File: src/rtl/vga_fetch.sv
// Framebuffer fetch master for the VGA bus port: one outstanding read at a time,
// words pushed into a show-ahead FIFO that the pixel generator drains.

module vga_fetch #(
    parameter int FIFO_AW         = 4,
    parameter int WORDS_PER_FRAME = 76800,
    parameter int LOW_WATER       = 4
) (
    input  logic               clock,
    input  logic               reset_n,
    input  logic [31:0]        fb_base,
    input  logic               enable,
    input  logic               frame_start,
    output logic [31:0]        bus_address,
    output logic               bus_read,
    input  logic               bus_wait,
    input  logic [31:0]        bus_readdata,
    input  logic               pix_rd,
    output logic [31:0]        pix_data,
    output logic               pix_valid,
    output logic [FIFO_AW:0]   fifo_level,
    output logic               starving,
    output logic               underflow
);

    localparam int                DEPTH      = 1 << FIFO_AW;
    localparam int                CNT_W      = $clog2(WORDS_PER_FRAME + 1);
    localparam logic [CNT_W-1:0]  WORDS_LAST = CNT_W'(WORDS_PER_FRAME);
    localparam logic [FIFO_AW:0]  LEVEL_FULL = (FIFO_AW + 1)'(DEPTH);
    localparam logic [FIFO_AW:0]  LEVEL_LOW  = (FIFO_AW + 1)'(LOW_WATER);

    typedef enum logic [1:0] {
        IDLE    = 2'd0,
        REQ     = 2'd1,
        RELEASE = 2'd2
    } state_t;

    state_t             state;
    state_t             state_nxt;
    logic [CNT_W-1:0]   word_cnt;
    logic [CNT_W-1:0]   word_cnt_nxt;
    logic [31:0]        addr_nxt;
    logic               read_nxt;
    logic               push;
    logic               pop;

    logic [FIFO_AW-1:0] wr_ptr;
    logic [FIFO_AW-1:0] rd_ptr;
    logic [31:0]        mem [DEPTH];

    // Next-state: frame_start overrides everything, abandoning any in-flight read.
    always_comb begin
        state_nxt    = state;
        read_nxt     = bus_read;
        addr_nxt     = bus_address;
        word_cnt_nxt = word_cnt;
        push         = 1'b0;
        if (frame_start) begin
            state_nxt    = IDLE;
            read_nxt     = 1'b0;
            addr_nxt     = fb_base;
            word_cnt_nxt = '0;
        end else begin
            case (state)
                IDLE: begin
                    // No word is in flight here, so the level alone bounds FIFO space.
                    if (enable && (word_cnt < WORDS_LAST) && (fifo_level < LEVEL_FULL)) begin
                        state_nxt = REQ;
                        read_nxt  = 1'b1;
                    end
                end
                REQ: begin
                    if (!bus_wait) begin
                        push         = 1'b1;
                        read_nxt     = 1'b0;
                        addr_nxt     = bus_address + 32'd1;
                        word_cnt_nxt = word_cnt + CNT_W'(1);
                        state_nxt    = RELEASE;
                    end
                end
                RELEASE: state_nxt = IDLE;
                default: state_nxt = IDLE;
            endcase
        end
    end

    always_ff @(posedge clock or negedge reset_n) begin
        if (!reset_n) begin
            state       <= IDLE;
            bus_read    <= 1'b0;
            bus_address <= '0;
            word_cnt    <= WORDS_LAST;
        end else begin
            state       <= state_nxt;
            bus_read    <= read_nxt;
            bus_address <= addr_nxt;
            word_cnt    <= word_cnt_nxt;
        end
    end

    assign pop = pix_rd && pix_valid && !frame_start;

    always_ff @(posedge clock or negedge reset_n) begin
        if (!reset_n) begin
            wr_ptr     <= '0;
            rd_ptr     <= '0;
            fifo_level <= '0;
            underflow  <= 1'b0;
        end else if (frame_start) begin
            wr_ptr     <= '0;
            rd_ptr     <= '0;
            fifo_level <= '0;
            underflow  <= 1'b0;
        end else begin
            if (push) begin
                wr_ptr <= wr_ptr + 1'b1;
            end
            if (pop) begin
                rd_ptr <= rd_ptr + 1'b1;
            end
            case ({push, pop})
                2'b10:   fifo_level <= fifo_level + 1'b1;
                2'b01:   fifo_level <= fifo_level - 1'b1;
                default: fifo_level <= fifo_level;
            endcase
            if (pix_rd && !pix_valid) begin
                underflow <= 1'b1;
            end
        end
    end

    always_ff @(posedge clock) begin
        if (push) begin
            mem[wr_ptr] <= bus_readdata;
        end
    end

    assign pix_data  = mem[rd_ptr];
    assign pix_valid = (fifo_level != '0);
    assign starving  = (fifo_level <= LEVEL_LOW) && (word_cnt < WORDS_LAST);

endmodule

File: config.mk
export PLATFORM = sky130hd
export DESIGN_NAME = vga_fetch
export DESIGN_NICKNAME = d
export VERILOG_FILES = /design/src/rtl/vga_fetch.sv
export SDC_FILE = /design/constraint.sdc
export NUM_CORES = 1
export LEC_CHECK = 0
export BUFFER_PORTS_ARGS = -buffer_cell sky130_fd_sc_hd__clkbuf_2
export CAP_MARGIN = 0
export CORE_ASPECT_RATIO = 1.2
export CORE_MARGIN = 3
export CORE_UTILIZATION = 25
export DETAILED_ROUTE_END_ITERATION = 8
export PLACE_DENSITY = 0.38
export SLEW_MARGIN = 40
export SYNTH_ARGS = -nofsm -noshare
export SYNTH_HDL_FRONTEND = slang
export SYNTH_SLANG_ARGS = --single-unit
File: constraint.sdc
create_clock -name clock -period 9.95 [get_ports clock]
set_clock_uncertainty 0.15 [all_clocks]
set_input_delay 0 -clock clock [delete_from_list [all_inputs] [get_ports clock]]
set_output_delay 0 -clock clock [all_outputs]
set_load 0.02 [all_outputs]
== Word-level counts from Yosys, hierarchy flattened ==
Memory sizes are Yosys's and may differ from the RTL's.
Cells that the tools add are included.

* Flip-flop bits (word level): 66
* RAM bits: 512
* Input bits: 70
* Output and inout port bits: 73
* Memories kept: 1

{| class="wikitable"
|+ Memory list
! memory !! words !! width !! read ports !! clocked after Yosys merged registers in !! write ports !! RTL line !! source
|-
| mem || 16 || 32 || 1 || 0 || 1 || 49 || <nowiki>logic [31:0] mem [DEPTH];</nowiki>
|}

* Add/subtract/negate cells: 6
* $lt $le $gt $ge: 3
* Equality and inequality tests: 6
* Muxes and demuxes: 27
* Reductions and logical operators: 19

{| class="wikitable"
|+ Operators by type and width
! operator !! count
|-
| $mux 32 || 3
|-
| $mux 17 || 3
|-
| $add 32x1->32 const B || 1
|-
| $add 17x1->17 const B || 1
|-
| $lt 17x17->1 const B || 1
|-
| $mux 4 || 4
|-
| $mux 1 || 10
|-
| $pmux 5 s2 || 1
|-
| $add 4x1->4 const B || 2
|-
| $reduce_bool 2->1 || 4
|-
| $logic_and 1x1->1 || 6
|-
| $mux 2 || 3
|-
| $ne 3x3->1 const B || 2
|-
| $reduce_bool 3->1 || 2
|-
| $add 5x1->5 const B || 1
|-
| $le 5x3->1 const B || 1
|-
| $lt 5x5->1 const B || 1
|-
| $mux 5 || 1
|-
| $reduce_bool 5->1 || 1
|-
| $sub 5x1->5 const B || 1
|-
| $eq 2x1->1 const B || 2
|-
| $pmux 2 s2 || 1
|-
| $reduce_and 2->1 || 2
|-
| $reduce_and 3->1 || 1
|-
| other kinds (5) || 6
|}

== Longest topological paths before layout ==
* Depth after elaboration: 6
* Depth in mapped cells: 11

== Worst setup path before layout ==
No wires, ideal clock.

* Kind: reg-to-reg
* From: reg state[1]
* To: mem mem[3][0], enable pin
* Setup time: 502 ps
* Data arrival time: 3,888 ps
* Required time: 9,298 ps
* Setup slack: 5,411 ps
* Cell stages (with the launch flop): 4
* Path buffers: 0
* Clock period less this slack: 4,539 ps
* Cells stage by stage: dfrtp_1 -> nor3b_2 -> nand2b_1 -> nor4_1

* Word-level cells in the longest chain between the ends: 5

{| class="wikitable"
|+ Ends and longest elaborated chain
! item !! RTL line !! source
|-
| from (decl) || 38 || <nowiki>state_t state;</nowiki>
|-
| from (signal assigned) || 94 || <nowiki>state <= state_nxt;</nowiki>
|-
| $eq 2x1->1 || 64 || <nowiki>case (state)</nowiki>
|-
| $mux 1 || 64 ||
|-
| $mux 1 || 58 || <nowiki>if (frame_start) begin</nowiki>
|-
| $mux 1 || 133 || <nowiki>if (push) begin</nowiki>
|-
| $mux 1 (not written as such) || 134 || <nowiki>mem[wr_ptr] <= bus_readdata;</nowiki>
|-
| to (decl) || 49 ||
|}

Every way passes these cells.

== Worst setup path in the final report ==
* From: reg rd_ptr[0]
* To: out pix_data[31]

* Word-level cells in the longest chain between the ends: 1

{| class="wikitable"
|+ Ends and longest elaborated chain
! item !! RTL line !! source
|-
| from (decl) || 48 || <nowiki>logic [FIFO_AW-1:0] rd_ptr;</nowiki>
|-
| from (signal assigned) || 119 || <nowiki>rd_ptr <= rd_ptr + 1'b1;</nowiki>
|-
| $mem_v2 16x32 || -- ||
|-
| to (decl) || 19 || <nowiki>output logic [31:0] pix_data,</nowiki>
|}

Every way passes these cells.

==> impl_metrics.env <==
export IMPL_status="complete, no violations"
export IMPL_rsz0062_at_grt="false"
export IMPL_endpoint_kind="primary output"
export IMPL_drive_gt1_share_pct=25.1
export IMPL_critPathLaunchType="flip-flop"
export IMPL_drv_slew=0
export IMPL_antenna_found_initial=2
export IMPL_dr_total_vias=12632
export IMPL_rows=121
export IMPL_final_common_cell="edfxtp_1"
export IMPL_clockRootBuffer="clkbuf_16"
export IMPL_synthMuxAreaShare_pct=12.4
export IMPL_io_pins=143
export IMPL_pwr_share_clk_pct=39.2
export IMPL_firstDrtPassIters=5
export IMPL_grtUsageTotal_pct=13.2
export IMPL_htree_levels=3
export IMPL_synth_edf_count=512
export IMPL_cp_max_fo=34
export IMPL_synth_cells=1264
export IMPL_post_synth_fa_ha_maj_area_fraction_pct=0.490
export IMPL_synthArstFlopShare_pct=11.4
export IMPL_synth_top_area_share_pct=66.9
export IMPL_p_total_w=0.00582
export IMPL_finalCriticalPeriod_ps=3720
export IMPL_ys_ff_latch=578
export IMPL_drc=0
export IMPL_ant_nets=0
export IMPL_p_per_area_nw_per_um2=205
export IMPL_p_sw_w=0.00146
export IMPL_cts_buffers_inserted=66
export IMPL_grt_pass1_wl_mm=91.8
export IMPL_comb_power_share_pct=13.7
export IMPL_ir_drop_mv=0.110
export IMPL_start_util_pct=25.2
export IMPL_insertion_delay_ps=590
export IMPL_worstPathRequired_ps=9800
export IMPL_synth_simple_gate_area_share_pct=4.29
export IMPL_arrival_ps=3570
export IMPL_hp_class="input port to flip-flop"
export IMPL_hpwlAfterDp_mm=32.2
export IMPL_overflow=0
export IMPL_tightest_slew_ps=844
export IMPL_synth_compound_area_share_pct=5.00
export IMPL_ys_top_cells_by_area="edfxtp_1 (67%), mux4_2 (9.4%), dfrtp_1 (6.8%)"
export IMPL_swShare_pct=25.2
export IMPL_drt_iter0_drc=691
export IMPL_slowest_delay_ps=740
export IMPL_p_leak_nw=9.31
export IMPL_cts_reportedPaths_clkPinSlew_ps=60
export IMPL_share_seq_of_total_power_pct=47.2
export IMPL_syn2layout_area_growth_pct=23.5
export IMPL_ys_types=48
export IMPL_vias_per_cell=4.48
export IMPL_cts_tree="done"
export IMPL_die_area_um2=95600
export IMPL_first_global_vias=13721
export IMPL_cap_violations=0
export IMPL_path_class="flip-flop to primary output"
export IMPL_port_buffers=142
export IMPL_syn_nets=1343
export IMPL_seq_area_frac_synth_pct=74.1
export IMPL_fin_crit_sh_pct=37.4
export IMPL_synth_xor_area_share_pct=2.06
export IMPL_p_int_w=0.00435
export IMPL_relSlewSlack_pct=43.8
export IMPL_gp_congestion=0.701
export IMPL_core_um2=91000
export IMPL_yosysTopAreaCell="edfxtp_1"
export IMPL_synth_flop_cell="edfxtp_1"
export IMPL_synth_top_family_by_area="multiplexers"
export IMPL_clock_path_buffers=3
export IMPL_avgSynthCellArea_um2=18.2
export IMPL_crit_chain="buf_12 > buf_4 > mux2i_1 > a221oi_1 > a21oi_1 > o21ai_1 > clkbuf_2"
export IMPL_yosysWarnings=0
export IMPL_finalNetCount=1621
export IMPL_final_cell_mix="edfxtp_1 (512), clkbuf_2 (140), dlygate4sd3_1 (104)"
export IMPL_grt_max_degree=68
export IMPL_ctsResizeCount=0
export IMPL_finalSetupTns_ps=0
export IMPL_cts_sinks=578
export IMPL_wl_mm=62.1
export IMPL_hold_viol_final=0
export IMPL_wl_per_cell_um=22.0
export IMPL_syn_area_um2=23000
export IMPL_setup_violations=0
export IMPL_crit_slowest_cell="dfrtp_4"
export IMPL_fmax_mhz=269
export IMPL_die_x_um=283
export IMPL_die_h_um=338
## layer usage
| metal | share of wire, % | wire (um) | track usage (%) | vias to the layer above |
|---|---|---|---|---|
| li1 | - | - | - | 5657 |
| met1 | 45 | 27700 | 17.2 | 6649 |
| met2 | 50 | 30900 | 22.6 | 263 |
| met3 | 4.1 | 2570 | 2.42 | 61 |
| met4 | 1.5 | 935 | 3.44 | 2 |
| met5 | 0.027 | 17 | 0 | - |
## flip-flops by register name, indices dropped and copies added, names as in the netlist
name,cells
bus_address,32
bus_read,1
fifo_level,5
mem,512
rd_ptr,4
state,2
underflow,1
word_cnt,17
wr_ptr,4
## repair_timing
action                                  CTS  global route
setup buffers                             0             0
hold buffers                            104             0
endpoints found under the setup margin    0             0
hold endpoints to repair                643             0
## synthesized netlist by cell type (8+ instances only)
master	number
buf_2	22
inv_1	16
o21ai_1	60
nor3_1	10
a21oi_1	41
nor2_1	40
nand3_1	18
edfxtp_1	512
ha_1	9
and3_1	9
a22oi_1	32
xnor2_1	18
mux4_2	96
mux2i_1	67
a221oi_1	32
nand4_1	23
nand2_1	51
and2_1	8
dfrtp_1	62
xor2_1	36
clkbuf_1	40
## power by group through the flow
stage	Combinational, W	Clock (W)	Sequential, W
after global placement	0.000757	0	0.00281
final	0.000795	0.00228	0.00274
after detailed placement	0.000783	0	0.00280
after global routing	0.000874	0.00246	0.00275
after floorplan	0.000542	0	0.00277
after CTS	0.000823	0.00237	0.00274
## cell families after synthesis
group                      count (synthesis)
AOI/OAI and AO/OA                        183
muxes                                    165
xor gates and xnor gates                  54
adders and majority gates                  9
and+or+nand+nor                          190
DFF                                      578
buffers and inverters                     85
## cell type report
cell class	count	area, um2
multi-input combinational	601	5670
clock inverter	30	180
tap	1230	1540
inverter	16	60.1
sequential	578	17000
antenna	1	2.50
clock buffer	87	1840
timing repair buffer	279	2040
fill	8890	62600
## stage by stage
stage               hold slack [ps]  util [%]  area [um2]  cells  setup WS [ps]
detailed placement             34.2      27.8       25300   2600           6780
global placement               67.8      27.8       25300   2598           6520
finish                         30.6      31.2       28400   2822           6230
global route                   41.0      31.2       28400   2821           5970
CTS                            1.86      31.2       28400   2821           6130
floorplan                      -446         -       23000   1264           5410
## critical path, delay by kind of cell (launching register included)
family	cells	cell delay (ps)
AOI/OAI and AO/OA	3	840
DFF	1	740
muxes	1	180
buffers and inverters	3	1160
## worst paths after layout
check / startpoint / endpoint / slack [ps] / depth (start not counted)
setup / recovery: rd_ptr[0] / pix_data[31] / 6230 / 7
hold / removal: fb_base[13] / bus_address[13] / 30 / 4
setup reg to reg: fifo_level[1] / fifo_level[4] / 6930 / 10
hold reg to reg: underflow / underflow / 370 / 2
max in group asynchronous: reset_n / rd_ptr[1] / 8660 / 4
min in group asynchronous: reset_n / bus_address[29] / 480 / 4
No activity file was read; power rests on OpenSTA's default activity.
